<file path="config.mk">
export PLATFORM = sky130hd
export DESIGN_NAME = eespfal_switch_sequencer
export DESIGN_NICKNAME = d
export VERILOG_FILES = /design/src/rtl/eespfal_pkg.sv /design/src/rtl/eespfal_sync2.sv /design/src/rtl/eespfal_switch_sequencer.sv
export SDC_FILE = /design/constraint.sdc
export NUM_CORES = 1
export LEC_CHECK = 0
export BUFFER_PORTS_ARGS = -buffer_cell sky130_fd_sc_hd__buf_2
export CORE_MARGIN = 2
export CORE_UTILIZATION = 45
export DETAILED_ROUTE_END_ITERATION = 8
export PLACE_DENSITY = 0.69
export SKIP_CTS_REPAIR_TIMING = 1
export SLEW_MARGIN = 40
export SYNTH_ARGS = -nofsm -noshare
export SYNTH_HDL_FRONTEND = slang
export SYNTH_HIERARCHICAL = 1
export SYNTH_SLANG_ARGS = --single-unit
export TNS_END_PERCENT = 100
</file>
<file path="constraint.sdc">
create_clock -name clk -period 3.85 [get_ports clk]
set_input_delay 1.155 -clock clk [delete_from_list [all_inputs] [get_ports clk]]
set_output_delay 1.155 -clock clk [all_outputs]
set_load 0.03 [all_outputs]
</file>
<file path="src/rtl/eespfal_pkg.sv">
// Shared state encoding and default timing for the EESPFAL switch sequencer.
package eespfal_pkg;

  localparam int DEF_BIT_SIZE     = 4;
  localparam int DEF_SETUP_CYCLES = 2;
  localparam int DEF_EVAL_CYCLES  = 4;
  localparam int DEF_DIS_CYCLES   = 3;
  localparam int DEF_CNT_W        = 8;

  typedef enum logic [2:0] {
    IDLE  = 3'd0,
    SETUP = 3'd1,
    EVAL  = 3'd2,
    HOLD  = 3'd3,
    DISCH = 3'd4
  } sw_state_e;

endpackage

</file>
<file path="src/rtl/eespfal_sync2.sv">
// Two-flop synchronizer for the macro's asynchronous s / s_bar rails.
module eespfal_sync2 #(
  parameter int W = 4
) (
  input  logic         clk,
  input  logic         rst_n,
  input  logic [W-1:0] d,
  output logic [W-1:0] q
);

  logic [W-1:0] meta;

  // first flop may go metastable; second gives it a full cycle to resolve
  always_ff @(posedge clk or negedge rst_n) begin
    if (!rst_n) begin
      meta <= '0;
      q    <= '0;
    end else begin
      meta <= d;
      q    <= meta;
    end
  end

endmodule

</file>
<file path="src/rtl/eespfal_switch_sequencer.sv">
// Sequences power-clock / discharge controls and dual-rail inputs of the
// 4-bit EESPFAL switch macro, captures its result and hands it out.
module eespfal_switch_sequencer
  import eespfal_pkg::*;
#(
  parameter int BIT_SIZE     = DEF_BIT_SIZE,
  parameter int SETUP_CYCLES = DEF_SETUP_CYCLES,
  parameter int EVAL_CYCLES  = DEF_EVAL_CYCLES,
  parameter int DIS_CYCLES   = DEF_DIS_CYCLES,
  parameter int CNT_W        = DEF_CNT_W
) (
  input  logic                clk,
  input  logic                rst_n,
  input  logic                in_valid,
  output logic                in_ready,
  input  logic [BIT_SIZE-1:0] x_in,
  input  logic [BIT_SIZE-1:0] k_in,
  output logic                out_valid,
  input  logic                out_ready,
  output logic [BIT_SIZE-1:0] s_out,
  output logic                err,
  output logic [CNT_W-1:0]    err_cnt,
  output logic [BIT_SIZE-1:0] sw_clk,
  output logic [BIT_SIZE-1:0] sw_dis,
  output logic                sw_dis_phase,
  output logic [BIT_SIZE-1:0] sw_x,
  output logic [BIT_SIZE-1:0] sw_x_bar,
  output logic [BIT_SIZE-1:0] sw_k,
  output logic [BIT_SIZE-1:0] sw_k_bar,
  input  logic [BIT_SIZE-1:0] sw_s,
  input  logic [BIT_SIZE-1:0] sw_s_bar
);

  sw_state_e           state;
  logic [CNT_W-1:0]    cnt;
  logic [1:0]          rst_pipe;
  logic                rst_ok;
  logic [BIT_SIZE-1:0] s_sync;
  logic [BIT_SIZE-1:0] s_bar_sync;

  eespfal_sync2 #(.W(BIT_SIZE)) u_sync_s (
    .clk(clk), .rst_n(rst_n), .d(sw_s), .q(s_sync)
  );

  eespfal_sync2 #(.W(BIT_SIZE)) u_sync_s_bar (
    .clk(clk), .rst_n(rst_n), .d(sw_s_bar), .q(s_bar_sync)
  );

  // reset asserts asynchronously but the FSM is released two edges after rst_n rises
  always_ff @(posedge clk or negedge rst_n) begin
    if (!rst_n) rst_pipe <= '0;
    else        rst_pipe <= {rst_pipe[0], 1'b1};
  end

  assign rst_ok   = rst_pipe[1];
  assign in_ready = rst_ok && (state == IDLE);

  // sequencer FSM; every macro-facing output is updated on the state transition
  always_ff @(posedge clk or negedge rst_n) begin
    if (!rst_n) begin
      state        <= IDLE;
      cnt          <= '0;
      sw_clk       <= '0;
      sw_dis       <= '1;
      sw_dis_phase <= 1'b1;
      sw_x         <= '0;
      sw_x_bar     <= '0;
      sw_k         <= '0;
      sw_k_bar     <= '0;
      s_out        <= '0;
      err          <= 1'b0;
      err_cnt      <= '0;
      out_valid    <= 1'b0;
    end else if (rst_ok) begin
      case (state)
        IDLE: if (in_valid) begin
          sw_x     <= x_in;
          sw_x_bar <= ~x_in;
          sw_k     <= k_in;
          sw_k_bar <= ~k_in;
          cnt      <= CNT_W'(SETUP_CYCLES - 1);
          state    <= SETUP;
        end
        SETUP: if (cnt == '0) begin
          sw_dis       <= '0;
          sw_dis_phase <= 1'b0;
          sw_clk       <= '1;
          cnt          <= CNT_W'(EVAL_CYCLES - 1);
          state        <= EVAL;
        end else cnt <= cnt - 1'b1;
        EVAL: if (cnt == '0) begin
          s_out     <= s_sync;
          err       <= |(s_sync ~^ s_bar_sync);
          out_valid <= 1'b1;
          state     <= HOLD;
        end else cnt <= cnt - 1'b1;
        HOLD: if (out_ready) begin
          if (err && (err_cnt != '1)) err_cnt <= err_cnt + 1'b1;
          out_valid    <= 1'b0;
          sw_clk       <= '0;
          sw_dis       <= '1;
          sw_dis_phase <= 1'b1;
          sw_x         <= '0;
          sw_x_bar     <= '0;
          sw_k         <= '0;
          sw_k_bar     <= '0;
          cnt          <= CNT_W'(DIS_CYCLES - 1);
          state        <= DISCH;
        end
        DISCH: if (cnt == '0) state <= IDLE;
               else           cnt   <= cnt - 1'b1;
        default: state <= IDLE;
      endcase
    end
  end

endmodule

</file>
### Word level (Yosys, flattened, before mapping)

Index checks and enable logic that the tools add are counted.
W data, S select, Z words.

* bits in registers: 68
* bits in latches: 0
* RAM bits: 0
* bits in read-only memories: 0
* bits of input ports: 20
* output and inout port bits: 40
* word-level logic and storage cells: 82
* memories kept: 0

* $add $sub $neg: 2
* multiply operators: 0
* divide/modulo/power cells: 0
* magnitude comparators: 0
* equal/unequal tests: 11
* shifts and indexed selects: 0
* muxes and demuxes: 31
* bitwise operators: 3
* reduce and logical (&&, ||, !) cells: 17

Operator list (count)
* $pmux W4 S2: 6
* $mux W4: 8
* $mux W8: 4
* $pmux W8 S4: 1
* $reduce_and A4 Y1: 4
* $mux W3: 5
* $pmux W3 S5: 1
* $ne A2 B2 Y1 const B: 6
* $add A8 B1 Y8 const B: 1
* $logic_not A8 Y1: 1
* $ne A8 B8 Y1 const B: 1
* $not A4 Y4: 2
* $sub A8 B1 Y8 const B: 1
* $eq A3 B2 Y1 const B: 2
* $reduce_and A6 Y1: 1
* $reduce_bool A2 Y1: 3
* $reduce_and A5 Y1: 1
* $mux W1: 4
* $pmux W1 S2: 2
* $reduce_bool A4 Y1: 1
* $reduce_or A4 Y1: 1
* $xnor A4 B4 Y4: 1
* $eq A3 B1 Y1 const B: 1
* $eq A3 B3 Y1 const B: 1
* other kinds (4): 5

### Depth between registers and ports, before layout

* depth in word-level cells: 4
* mapped depth: 8
* mapped depth without buffers: 6

### Cells and area by module

The synthesis kept the hierarchy.

By module, submodules not included
* eespfal_switch_sequencer: times used 1, cells each 214, area an instance 2180.8 sq um, sequential area each 1127.3 sq um
* eespfal_sync2: times used 2, cells each 8, area an instance 200.2 sq um, sequential area each 200.2 sq um

### Worst setup path after synthesis

OpenSTA, ideal clock, no wires.

* kind: register to output
* start: register state[0]
* end: output in_ready
* data arrival time: 1.430 ns
* data required time: 2.695 ns
* setup slack: 1.265 ns
* stages on the path, launching flop included: 4
* path buffers: 2
* cells stage by stage: dfrtp_1 -> buf_2 -> clkbuf_1 -> nor3_1

* cells in the longest elaborated chain, start to end: 2

Ends and longest elaborated chain
* start: declaration: line eespfal_switch_sequencer.sv:34 `sw_state_e state;`
* start signal: assignment: line eespfal_switch_sequencer.sv:61 `state <= IDLE;`
* start signal: assignment: line eespfal_switch_sequencer.sv:82 `state <= SETUP;`
* start signal: assignment: line eespfal_switch_sequencer.sv:89 `state <= EVAL;`
* $logic_not A3 Y1: line eespfal_switch_sequencer.sv:56 `assign in_ready = rst_ok && (state == IDLE);`
* $logic_and A1 B1 Y1: line eespfal_switch_sequencer.sv:56
* end: declaration: line eespfal_switch_sequencer.sv:15 `output logic in_ready,`

Every way passes these cells.

### Final worst setup path

* start: register state[2]
* end: output in_ready

The elaborated chain is that of the path after synthesis.

==> flow_summary.json <==
{
  "startpoint_type": "flop",
  "period_share": 0.725,
  "worstPathMaxFanout": 11,
  "fin_ws_ps": 1060,
  "grt_use_total": 0.173,
  "grt.overflow.total": 0,
  "min_to": "u_sync_s_bar/q[3]",
  "reg2reg_from": "state[0]",
  "yosysWarnings": 6,
  "finalSetupViolCount": 0,
  "clk_path_buf_depth": 2,
  "async_reset_ff_frac": 1.00,
  "synth_flop_cell": "dfrtp_1",
  "synth_seq_area_share": 0.592,
  "min_from": "u_sync_s_bar/meta[3]",
  "netlist_instances": 230,
  "grt_max_degree": 42,
  "syn_nets": 253,
  "wl_mm": 4.79,
  "finalHoldViolCount": 0,
  "synth-edff-count": 0,
  "htreeDepth": 3,
  "max_slew.worst_pin.slew_ps": 654,
  "critPathCaptureType": "output pin",
  "grt_pass1_vias": 1819,
  "fin_skew_ps": 5.94,
  "synth_cell_types": 44,
  "first_pass_iters": 4,
  "start_util": 0.469,
  "maxSlewViolCount": 0,
  "crit_required_ps": 2690,
  "drtAntennaViolNets": 0,
  "synth_top_area_frac": 0.582,
  "drt-wirelength-per-cell_um": 13.2,
  "syn_area_per_cell_sq_um": 11.2,
  "routed-via-count": 1887,
  "r2r_cells": 5,
  "synth.area.top_cells": "dfrtp_1 (58%), nand2_1 (3.9%), o21ai_0 (3.3%)",
  "fmax_mhz": 358,
  "syn_to_final_growth_pct": 19.4,
  "numCtsBuffers": 9,
  "port_buffers": 59,
  "clock_sink_count": 61,
  "gp_congestion": 0.847,
  "cts.clk_slew.worst_paths_ps": 70,
  "rrSetupSlack_ps": 1520,
  "cts_tree": "built",
  "min_path_type": "reg2reg",
  "layout-drive-gt1-share": 0.310,
  "pin_count": 60,
  "fin_nets": 308,
  "synth-seq-cells": 61,
  "yosysTopAreaCell": "dfrtp_1",
  "synth_area_sq_mm": 0.00258,
  "worstSetupPathType": "reg2out",
  "arrival_ps": 1640,
  "drc_errors": 0,
  "cts_root_buffer": "clkbuf_8",
  "avgViaCountPerCell": 5.21,
  "hpwlAfterDp_mm": 3.34,
  "peakVddDrop_mv": 0.385,
  "status": "completed",
  "rows": 27,
  "rsz0062_at_grt": "no",
  "die_width_um": 79.7,
  "dieHeight_um": 79.7,
  "drt_iter0_drc": 162,
  "total_power_uw": 2550,
  "grt_pass1_wl_mm": 8.36,
  "n_antenna_cell": 0,
  "worstSkewPairLatency_ps": 340,
  "relSlewSlack": 0.560,
  "rr_endpoint": "cnt[3]",
  "setup_tns_ps": 0,
  "die-area_sq_mm": 0.00636,
  "whs_path_depth": 0,
  "p_leak_uw": 0.00152,
  "antenna_found_initial": 0,
  "core-area_sq_mm": 0.00551,
  "power_density_mw_per_mm2": 827,
  "dpl_worst_slack_ps": 983,
  "period_needed_ps": 2790,
  "cap_violations": 0
}
==> how the worst max path moves through the flow <==
| stage | startpoint | endpoint | slack (ps) | depth (start not counted) |
|---|---|---|---|---|
| floorplan | state[0] | in_ready | 1270 | 3 |
| global placement | out_ready | cnt[3] | 1090 | 6 |
| detailed placement | out_ready | cnt[3] | 980 | 6 |
| CTS | state[2] | in_ready | 1050 | 3 |
| global route | state[2] | in_ready | 960 | 3 |
| finish | state[2] | in_ready | 1060 | 3 |
==> synthesized netlist by cell type, types with 2 or more instances <==
| master | count |
|---|---|
| buf_2 | 3 |
| o21ai_0 | 17 |
| mux2_2 | 4 |
| a21boi_0 | 3 |
| xnor2_1 | 4 |
| a31oi_1 | 4 |
| nor2b_1 | 2 |
| clkbuf_1 | 5 |
| a21oi_1 | 13 |
| or4_1 | 3 |
| buf_4 | 7 |
| nand3b_1 | 2 |
| nor3_1 | 6 |
| inv_1 | 9 |
| a22o_1 | 8 |
| xor2_1 | 7 |
| nand3_1 | 4 |
| nor2_1 | 8 |
| nand2_1 | 27 |
| dfrtp_1 | 60 |
| and3_1 | 5 |
| ha_1 | 3 |
| a311o_1 | 2 |
| or3_1 | 4 |
==> kinds of logic after synthesis <==
logic type	Yosys count	synth area share
AO/OA/AOI/OAI	54	0.134
XOR/XNOR	11	0.0373
adder cells (fa/ha/maj)	4	0.0184
buffers and inverters	25	0.0509
flip-flops	61	0.592
multiplexers	4	0.0174
other	1	0.00145
AND/OR/NAND/NOR	70	0.149
==> stage by stage <==
stage	instance area, sq um	hold slack, ps	util	instances
final	3080	349	0.560	362
after global routing	3080	357	0.560	362
after CTS	3080	350	0.559	362
after detailed placement	2880	335	0.523	346
after global placement	2880	333	0.522	346
after floorplan	2580	331	-	230
==> where the power goes <==
part	switching, uW	leakage (uW)	internal (uW)	total (uW)
Sequential	175	0.000765	815	990
Clock	258	0.0000960	300	558
Combinational	657	0.000659	343	1000
==> cell usage in the layout (no fill, tap or decap), drive strengths merged, types with 2 or more instances in the layout <==
master,count
nor3,6
nor4,2
inv,11
a22o,8
nand2,27
mux2,4
dfrtp,60
nor2,8
clkinv,2
ha,3
nor2b,2
o21ai,17
a31oi,4
xor2,7
and3,5
nand3,5
clkbuf,9
nand3b,2
buf,60
a311o,2
a21oi,13
or3,5
clkinvlp,2
xnor2,4
a21boi,3
or4,3
==> per-layer routing <==
| layer | global-route usage | part of all wire | up-vias |
|---|---|---|---|
| met2 | 0.260 | 0.46 | 65 |
| li1 | - | - | 917 |
| met3 | 0.0577 | 0.063 | 8 |
| met4 | 0.0763 | 0.015 | 0 |
| met5 | 0 | 0 | - |
| met1 | 0.229 | 0.47 | 897 |
==> final cells by class <==
class	instances	area, sq um
clock inverters	7	72.6
repair buffers	60	303
multi-input cells	144	931
flip-flops and latches	61	1530
inverters	9	33.8
well taps	72	90.1
fillers	481	2420
clock buffers	9	124
==> registers in the layout, summed over array words and instances (netlist names) <==
| signal | cells |
|---|---|
| cnt | 8 |
| err | 1 |
| err_cnt | 8 |
| out_valid | 1 |
| rst_pipe | 2 |
| s_out | 4 |
| state | 3 |
| sw_clk | 1 |
| sw_dis | 1 |
| sw_k | 4 |
| sw_k_bar | 4 |
| sw_x | 4 |
| sw_x_bar | 4 |
| u_sync_s/meta | 4 |
| u_sync_s/q | 4 |
| u_sync_s_bar/meta | 4 |
| u_sync_s_bar/q | 4 |
==> critical path, stage by stage (launching register included) <==
cell	delay, ps
dfrtp_1	500
nand2b_2	270
nor3_1	260
buf_2	270
No activity file was read; power rests on OpenSTA's default activity.
